File: config.mk
export PLATFORM = sky130hd
export DESIGN_NAME = marie_core
export DESIGN_NICKNAME = d
export VERILOG_FILES = /design/src/rtl/marie_core.sv
export SDC_FILE = /design/constraint.sdc
export NUM_CORES = 1
export LEC_CHECK = 0
export ABC_AREA = 1
export BUFFER_PORTS_ARGS = -buffer_cell sky130_fd_sc_hd__buf_2
export CORE_ASPECT_RATIO = 0.9
export CORE_MARGIN = 4
export CORE_UTILIZATION = 40
export CTS_BUF_LIST = sky130_fd_sc_hd__clkbuf_8 sky130_fd_sc_hd__clkbuf_16
export DETAILED_ROUTE_END_ITERATION = 7
export GPL_TIMING_DRIVEN = 1
export PLACE_DENSITY_LB_ADDON = 0.25
export SYNTH_ARGS = -nofsm -noshare
export SYNTH_HDL_FRONTEND = slang
export SYNTH_SLANG_ARGS = --single-unit
File: constraint.sdc
create_clock -name clk -period 8.74 [get_ports clk]
set_input_delay 1.311 -clock clk [delete_from_list [all_inputs] [get_ports clk]]
set_output_delay 1.311 -clock clk [all_outputs]
set_load 0.01 [all_outputs]
File: src/rtl/marie_core.sv
// rtl/marie_core.sv - multicycle MARIE accumulator CPU with synchronous one-cycle-latency memory port
module marie_core #(
  parameter int                    DATA_WIDTH = 16,
  parameter int                    ADDR_WIDTH = 12,
  parameter logic [ADDR_WIDTH-1:0] RESET_PC   = 'h100
) (
  input  logic                  clk,
  input  logic                  rst_n,
  input  logic                  start,
  output logic                  mem_cs,
  output logic                  mem_we,
  output logic                  mem_oe,
  output logic [ADDR_WIDTH-1:0] mem_addr,
  output logic [DATA_WIDTH-1:0] mem_wdata,
  input  logic [DATA_WIDTH-1:0] mem_rdata,
  output logic                  busy,
  output logic                  halted,
  output logic                  instr_done,
  output logic [ADDR_WIDTH-1:0] pc_dbg,
  output logic [DATA_WIDTH-1:0] ac_dbg
);

  localparam logic [3:0] ST_IDLE     = 4'd0;
  localparam logic [3:0] ST_FETCH    = 4'd1;
  localparam logic [3:0] ST_FETCH_W  = 4'd2;
  localparam logic [3:0] ST_DECODE   = 4'd3;
  localparam logic [3:0] ST_IND_RD   = 4'd4;
  localparam logic [3:0] ST_IND_W    = 4'd5;
  localparam logic [3:0] ST_OP_RD    = 4'd6;
  localparam logic [3:0] ST_OP_W     = 4'd7;
  localparam logic [3:0] ST_EXEC     = 4'd8;
  localparam logic [3:0] ST_STORE_WR = 4'd9;
  localparam logic [3:0] ST_HALTED   = 4'd10;

  localparam logic [3:0] OP_NOP      = 4'h0;
  localparam logic [3:0] OP_LOAD     = 4'h1;
  localparam logic [3:0] OP_STORE    = 4'h2;
  localparam logic [3:0] OP_ADD      = 4'h3;
  localparam logic [3:0] OP_SUB      = 4'h4;
  localparam logic [3:0] OP_AND      = 4'h5;
  localparam logic [3:0] OP_OR       = 4'h6;
  localparam logic [3:0] OP_NOT      = 4'h7;
  localparam logic [3:0] OP_STOREI   = 4'h8;
  localparam logic [3:0] OP_SKIPCOND = 4'h9;
  localparam logic [3:0] OP_JUMP     = 4'hA;
  localparam logic [3:0] OP_CLEAR    = 4'hB;
  localparam logic [3:0] OP_MUL      = 4'hC;
  localparam logic [3:0] OP_LOADI    = 4'hD;
  localparam logic [3:0] OP_JUMPI    = 4'hE;
  localparam logic [3:0] OP_HALT     = 4'hF;

  localparam logic [ADDR_WIDTH-1:0] PC_ONE = ADDR_WIDTH'(1);

  logic [3:0]            state_q, state_d;
  logic [ADDR_WIDTH-1:0] pc_q, pc_d;
  logic [DATA_WIDTH-1:0] ac_q, ac_d;
  logic [DATA_WIDTH-1:0] ir_q, ir_d;
  logic [DATA_WIDTH-1:0] mbr_q, mbr_d;
  logic [ADDR_WIDTH-1:0] ea_q, ea_d;

  logic [3:0]            opcode;
  logic [ADDR_WIDTH-1:0] operand_x;
  logic [1:0]            skip_cond;
  logic                  skip_taken;
  logic [DATA_WIDTH-1:0] alu_result;

  assign opcode    = ir_q[DATA_WIDTH-1 -: 4];
  assign operand_x = ir_q[ADDR_WIDTH-1:0];
  assign skip_cond = operand_x[ADDR_WIDTH-1 -: 2];

  assign busy   = (state_q != ST_IDLE) && (state_q != ST_HALTED);
  assign halted = (state_q == ST_HALTED);
  assign pc_dbg = pc_q;
  assign ac_dbg = ac_q;

  // SKIPCOND treats AC as two's complement; condition 11 never skips
  always_comb begin
    skip_taken = 1'b0;
    case (skip_cond)
      2'b00:   skip_taken = ac_q[DATA_WIDTH-1];
      2'b01:   skip_taken = (ac_q == '0);
      2'b10:   skip_taken = !ac_q[DATA_WIDTH-1] && (ac_q != '0);
      default: skip_taken = 1'b0;
    endcase
  end

  // memory-operand ALU used in EXEC; arithmetic wraps, MUL keeps the low word
  always_comb begin
    alu_result = ac_q;
    case (opcode)
      OP_LOAD, OP_LOADI: alu_result = mbr_q;
      OP_ADD:            alu_result = ac_q + mbr_q;
      OP_SUB:            alu_result = ac_q - mbr_q;
      OP_AND:            alu_result = ac_q & mbr_q;
      OP_OR:             alu_result = ac_q | mbr_q;
      OP_MUL:            alu_result = ac_q * mbr_q;
      default:           alu_result = ac_q;
    endcase
  end

  // memory port is a pure function of state so reset drops mem_we immediately
  always_comb begin
    mem_cs    = 1'b0;
    mem_we    = 1'b0;
    mem_oe    = 1'b0;
    mem_addr  = '0;
    mem_wdata = '0;
    case (state_q)
      ST_FETCH: begin
        mem_cs   = 1'b1;
        mem_oe   = 1'b1;
        mem_addr = pc_q;
      end
      ST_IND_RD, ST_OP_RD: begin
        mem_cs   = 1'b1;
        mem_oe   = 1'b1;
        mem_addr = ea_q;
      end
      ST_STORE_WR: begin
        mem_cs    = 1'b1;
        mem_we    = 1'b1;
        mem_addr  = ea_q;
        mem_wdata = ac_q;
      end
      default: ;
    endcase
  end

  // fetch/decode/execute sequencing and architectural register updates
  always_comb begin
    state_d    = state_q;
    pc_d       = pc_q;
    ac_d       = ac_q;
    ir_d       = ir_q;
    mbr_d      = mbr_q;
    ea_d       = ea_q;
    instr_done = 1'b0;
    case (state_q)
      ST_IDLE: begin
        if (start) state_d = ST_FETCH;
      end
      ST_FETCH: state_d = ST_FETCH_W;
      ST_FETCH_W: begin
        ir_d    = mem_rdata;
        pc_d    = pc_q + PC_ONE;
        state_d = ST_DECODE;
      end
      ST_DECODE: begin
        ea_d = operand_x;
        case (opcode)
          OP_LOAD, OP_ADD, OP_SUB, OP_AND, OP_OR, OP_MUL: state_d = ST_OP_RD;
          OP_STORE:                      state_d = ST_STORE_WR;
          OP_STOREI, OP_LOADI, OP_JUMPI: state_d = ST_IND_RD;
          OP_NOT: begin
            ac_d       = ~ac_q;
            instr_done = 1'b1;
            state_d    = ST_FETCH;
          end
          OP_SKIPCOND: begin
            if (skip_taken) pc_d = pc_q + PC_ONE;
            instr_done = 1'b1;
            state_d    = ST_FETCH;
          end
          OP_JUMP: begin
            pc_d       = operand_x;
            instr_done = 1'b1;
            state_d    = ST_FETCH;
          end
          OP_CLEAR: begin
            ac_d       = '0;
            instr_done = 1'b1;
            state_d    = ST_FETCH;
          end
          OP_HALT: begin
            instr_done = 1'b1;
            state_d    = ST_HALTED;
          end
          default: begin
            instr_done = 1'b1;
            state_d    = ST_FETCH;
          end
        endcase
      end
      ST_IND_RD: state_d = ST_IND_W;
      ST_IND_W: begin
        ea_d = mem_rdata[ADDR_WIDTH-1:0];
        if (opcode == OP_JUMPI) begin
          pc_d       = mem_rdata[ADDR_WIDTH-1:0];
          instr_done = 1'b1;
          state_d    = ST_FETCH;
        end else if (opcode == OP_STOREI) begin
          state_d = ST_STORE_WR;
        end else begin
          state_d = ST_OP_RD;
        end
      end
      ST_OP_RD: state_d = ST_OP_W;
      ST_OP_W: begin
        mbr_d   = mem_rdata;
        state_d = ST_EXEC;
      end
      ST_EXEC: begin
        ac_d       = alu_result;
        instr_done = 1'b1;
        state_d    = ST_FETCH;
      end
      ST_STORE_WR: begin
        instr_done = 1'b1;
        state_d    = ST_FETCH;
      end
      ST_HALTED: state_d = ST_HALTED;
      default:   state_d = ST_IDLE;
    endcase
  end

  // state and register flops; reset abandons whatever is in flight
  always_ff @(posedge clk or negedge rst_n) begin
    if (!rst_n) begin
      state_q <= ST_IDLE;
      pc_q    <= RESET_PC;
      ac_q    <= '0;
      ir_q    <= '0;
      mbr_q   <= '0;
      ea_q    <= '0;
    end else begin
      state_q <= state_d;
      pc_q    <= pc_d;
      ac_q    <= ac_d;
      ir_q    <= ir_d;
      mbr_q   <= mbr_d;
      ea_q    <= ea_d;
    end
  end

endmodule

# Yosys cells after proc, flatten, opt, wreduce, memory -nomap -nowiden
# Cells that the tools add are included.
# word_totals
ff_bits,76
input_bits,19
out_inout_bits,62
# op_classes
add_sub_neg,3
multipliers,1
n_eq_ne,34
muxes,22
bitwise_logic,3
n_reduce_logical,21
# ops
op,n
$pmux W16 S6,1
$pmux W12 S2,3
$pmux W16 S2,2
$eq A4 B4 Y1 const B,11
$pmux W4 S10,1
$pmux W12 S3,1
$eq A4 B3 Y1 const B,8
$mux W12,2
$add A16 B16 Y16,1
$and A16 B16 Y16,1
$eq A4 B2 Y1 const B,4
$logic_not A16 Y1,1
$mul A16 B16 Y16,1
$mux W16,1
$not A16 Y16,1
$or A16 B16 Y16,1
$pmux W4 S4,1
$reduce_bool A16 Y1,1
$sub A16 B16 Y16,1
$add A12 B1 Y12 const B,1
$mux W4,3
$reduce_or A10 Y1,1
$reduce_or A3 Y1,3
$eq A4 B1 Y1 const B,2
other kinds (22),31

# Longest topological paths before layout
# logic_depth
word_depth,6
mapped_depth,30

# Worst setup path before layout
# Ideal clock, no wire load.
# synth_path
path_kind,register to register
startpoint,reg mbr_q[1]
endpoint,"reg ac_q[14], in the netlist ac_dbg[14]"
setup_ns,0.122
arrival_ns,5.199
t_required_ns,8.618
setup_slack_ns,3.418
stages_incl_launch_ff,23
synth_period_minus_slack_ns,5.322
path_cell_list,dfrtp_1 -> clkbuf_1 -> buf_1 -> nand2_1 -> fa_1 -> fa_1 -> fa_1 -> fa_1 -> inv_1 -> fa_1 -> inv_1 -> fa_1 -> inv_1 -> ha_1 -> inv_1 -> nor3_1 -> nand3_1 -> o2111ai_1 -> a21oi_1 -> o21ai_0 -> nand3_1 -> nand3_1 -> a21oi_1
# synth_between
elab_chain_len,3
elab_cells_between_ends,5
cone_classes,2 x add/sub; 1 x mul; 2 x mux
# synth_rtl
element,line_no,source
from (decl),58,"logic [DATA_WIDTH-1:0] mbr_q, mbr_d;"
from (signal assigned),230,mbr_q <= mbr_d;
"$mul A16 B16 Y16, or another cell as far along",96,OP_MUL: alu_result = ac_q * mbr_q;
$pmux W16 S6 *,90,case (opcode)
$pmux W16 S2 *,138,case (state_q)
to (signal assigned),221,ac_q <= '0;
to (signal assigned),228,ac_q <= ac_d;
to (decl),56,"logic [DATA_WIDTH-1:0] ac_q, ac_d;"
# Every way passes the cells marked *; elsewhere a longest branch is shown, timed or not.
# A chain may end at the register's enable or synchronous reset.

# Worst setup path after layout
# Ends and elaborated chain as after synthesis.

==> summary.txt <==
Status
  • Status: finished clean

Floorplanning
  • Io pins: between 80 and 90
  • DIE AREA: around 28000 sq um
  • FP Rows: 55
  • Core box area: 25000 sq um
  • Die W: 176 microns
  • Initial Util: 0.405
  • Die height: around 160 microns

Detailed routing
  • Via density: between 5 and 6
  • Vias: about 9900
  • Initial DRC count: 836
  • Routed WL per cell: around 18 microns
  • Routed Antenna Nets: 0
  • DRC violations left: 0
  • Final wirelength: 33500 microns
  • Detailed Routing Iterations Pass 1: 5

Logic synthesis
  • Syn Nets: 1657
  • Top cells by area, synth: dfrtp_1, fa_1, nand2_1, inv_1, ha_1
  • Syn Area/Cell: ~6.8 sq um
  • Unique masters post-synth: 55
  • Post-synthesis sequential area ratio: 0.187
  • Top_reg_cell synth: dfrtp_1
  • Yosys top cell area share: 0.185
  • Synth Register Bits: between 70 and 80
  • Mapped cell area: around 10000 sq um
  • Post-synth top area cell: dfrtp_1
  • Post-synth EDFFs: 0
  • Mapped Cells: 1489
  • Ys async rst share: 1.00
  • YS warnings: 0

CTS
  • H-Tree Depth: 3
  • Worst-path clk slew: 0.06 ns
  • Post-CTS Setup Bufs: 0
  • CTS Hold Bufs: 0
  • Bufs on Longest Clock Path: 2
  • Number of clock sinks: 76
  • CTS tree: built
  • Root Driver: clkbuf_16
  • Num CTS Buffers: 9
  • Post-CTS sizing: 0
  • Clk_lat worst skew: between 0.3 and 0.4 ns

Finish
  • Fin cells: between 1500 and 2000
  • # diodes: 0
  • Nets: between 1500 and 2000
  • Area Growth Syn to Fin: 9.72%
  • Layout cell share with drive strength beyond 1: 0.102
  • Fin area: roughly 11000 sq um
  • Filler cells: approximately 2700

Global route
  • GRT Resource Usage Total: 0.242
  • First-pass GRT wire length: ~54000 microns
  • Largest net degree at the start of global routing: 77
  • Remaining Overflow, GRT: 0
  • Vias in the first global route: 10033
  • Initial antenna violation count: 0

Worst hold path
  • Hold path endpoint: ea_q[5]
  • Worst Hold Class: flop to flop
  • Hold path depth: 2
  • Hold_sp: ea_q[5]

STA
  • Final Hold Vio Count: 0
  • Final Setup Violations: 0
  • Max Freq: approximately 0.17 GHz
  • Post-route setup TNS: 0 ns
  • Relative slew slack: 0.289
  • Setup Skew: ~0.013 ns
  • Crit path time final: 6.04 ns
  • Final slew viol count: 0
  • Hold slack: about 0.48 ns
  • Slew @ Worst Pin: 1.07 ns
  • Period utilization: 0.691
  • RSZ-0062 raised after global routing: false

Placement
  • Dpl cells: around 1900
  • Area post-placement: around 11000 sq um
  • GP Congestion: ~0.93
  • IO buf count: 80
  • Post-DP HPWL: roughly 26000 microns

Critical path
  • R2R Path Start: mbr_q[1]
  • Worst reg2reg endpoint: ac_dbg[14]
  • Crit path DAT: ~6.3 ns
  • R2R cell count: 20
  • Worst-path maximum fanout: 19
  • Req. time, crit path: approximately 9.0 ns
  • Startpoint types: flop
  • Kind of critical path: flop to flop
  • FF-to-FF setup slack: around 2.7 ns
  • Crit path capture type: flop

Run
  • Max Cap Viol: 0
synthesized netlist by cell type (3+ instances only):
cell type and number:
a21oi_1 78, a21oi_2 4, a221oi_1 3, a22oi_2 6, buf_1 4, buf_2 10, buf_6 3, clkbuf_1 40
clkinv_1 3, dfrtp_1 75, fa_1 81, ha_1 68, inv_1 316, inv_2 5, mux2_2 12, nand2_1 365
nand3_1 79, nand3b_1 7, nand4_1 8, nor2_1 102, nor2_2 5, nor3_1 15, nor4_1 5, o2111ai_1 7
o211ai_1 13, o21ai_0 113, o21ai_1 4, o21bai_1 3, xnor2_1 4, xor2_1 16
area by class of cell:
cell class | instances | area (sq um) | area share
Inverter | 327 | 1240 | 0.111
Clock buffer | 10 | 239 | 0.0214
Tap cell | 342 | 428 | 0.0384
Clock inverter | 6 | 46.3 | 0.00415
Timing Repair Buffer | 96 | 523 | 0.0469
Sequential cell | 76 | 1900 | 0.171
Multi-Input combinational cell | 1029 | 6770 | 0.607
metal layers:
metal / part of all wire / vias to the layer above / track usage
met4: 0.028 / 0 / 0.0687
li1: - / 4752 / -
met3: 0.072 / 65 / 0.0380
met5: 0 / - / 0
met2: 0.45 / 377 / 0.386
met1: 0.45 / 4752 / 0.343
layout by cell type, fill, tap and decap left out, types with 3 or more instances in the layout:
cell | synthesis | layout
dfrtp_1 | 75 | 75
inv_1 | 316 | 316
o21ai_0 | 113 | 113
a22oi_2 | 6 | 6
a221oi_1 | 3 | 3
clkbuf_16 | 0 | 9
o21bai_1 | 3 | 3
clkinv_1 | 3 | 3
fa_1 | 81 | 81
a21oi_2 | 4 | 4
o211ai_1 | 13 | 13
xnor2_1 | 4 | 4
inv_6 | 1 | 3
ha_1 | 68 | 68
buf_2 | 10 | 79
xor2_1 | 16 | 16
buf_4 | 0 | 17
inv_2 | 5 | 5
nand3b_1 | 7 | 7
nand4_1 | 8 | 8
o21ai_1 | 4 | 4
nor4_1 | 5 | 5
nand2_1 | 365 | 365
nor2_1 | 102 | 102
nor2_2 | 5 | 5
nand3_1 | 79 | 79
o2111ai_1 | 7 | 7
mux2_2 | 12 | 12
a21oi_1 | 78 | 78
nor3_1 | 15 | 15
worst max path at each step:
| stage | from | endpoint | slack (ns) | depth (start not counted) |
|---|---|---|---|---|
| after floorplan | mbr_q[1] | ac_dbg[14] | 3.42 | 22 |
| after global placement | mbr_q[1] | ac_dbg[14] | 2.80 | 20 |
| after detailed placement | mbr_q[1] | ac_dbg[14] | 2.80 | 20 |
| after CTS | mbr_q[1] | ac_dbg[14] | 2.78 | 20 |
| after global routing | mbr_q[1] | ac_dbg[15] | 2.45 | 21 |
| final | mbr_q[1] | ac_dbg[14] | 2.70 | 20 |
state kept, by name, summed over array words and instances, names as in the netlist:
| name | flops |
|---|---|
| ac_dbg | 16 |
| ir_q | 16 |
| mbr_q | 16 |
| ea_q | 12 |
| pc_dbg | 12 |
| state_q | 4 |
kinds of logic after synthesis:
kind of cell	share of synthesized area
flops	0.187
compound gates	0.148
fa+ha+maj	0.243
mux	0.0133
simple gates	0.244
xor+xnor	0.0172
buf+inv	0.146
critical path, cell delays in order (launching register included):
cell and delay, ns:
dfrtp_1 0.95, nand2_1 0.18, fa_1 0.55, fa_1 0.57
inv_1 0.06, fa_1 0.48, fa_1 0.53, fa_1 0.49
inv_1 0.05, fa_1 0.50, inv_1 0.05, ha_1 0.39
nand2_1 0.10, nor3_1 0.22, nand3_1 0.13, o2111ai_1 0.15
a21oi_1 0.09, o21ai_0 0.15, nand3_1 0.11, nand3_1 0.08
a21oi_1 0.06
through the flow:
stage / util / worst slack (ns)
floorplan: - / 3.42
global placement: 0.433 / 2.80
detailed placement: 0.433 / 2.80
CTS: 0.445 / 2.78
global route: 0.445 / 2.45
finish: 0.445 / 2.70
Power is not shown: default switching activity piles up to over one toggle a cycle in this logic, so the estimate is an artifact.
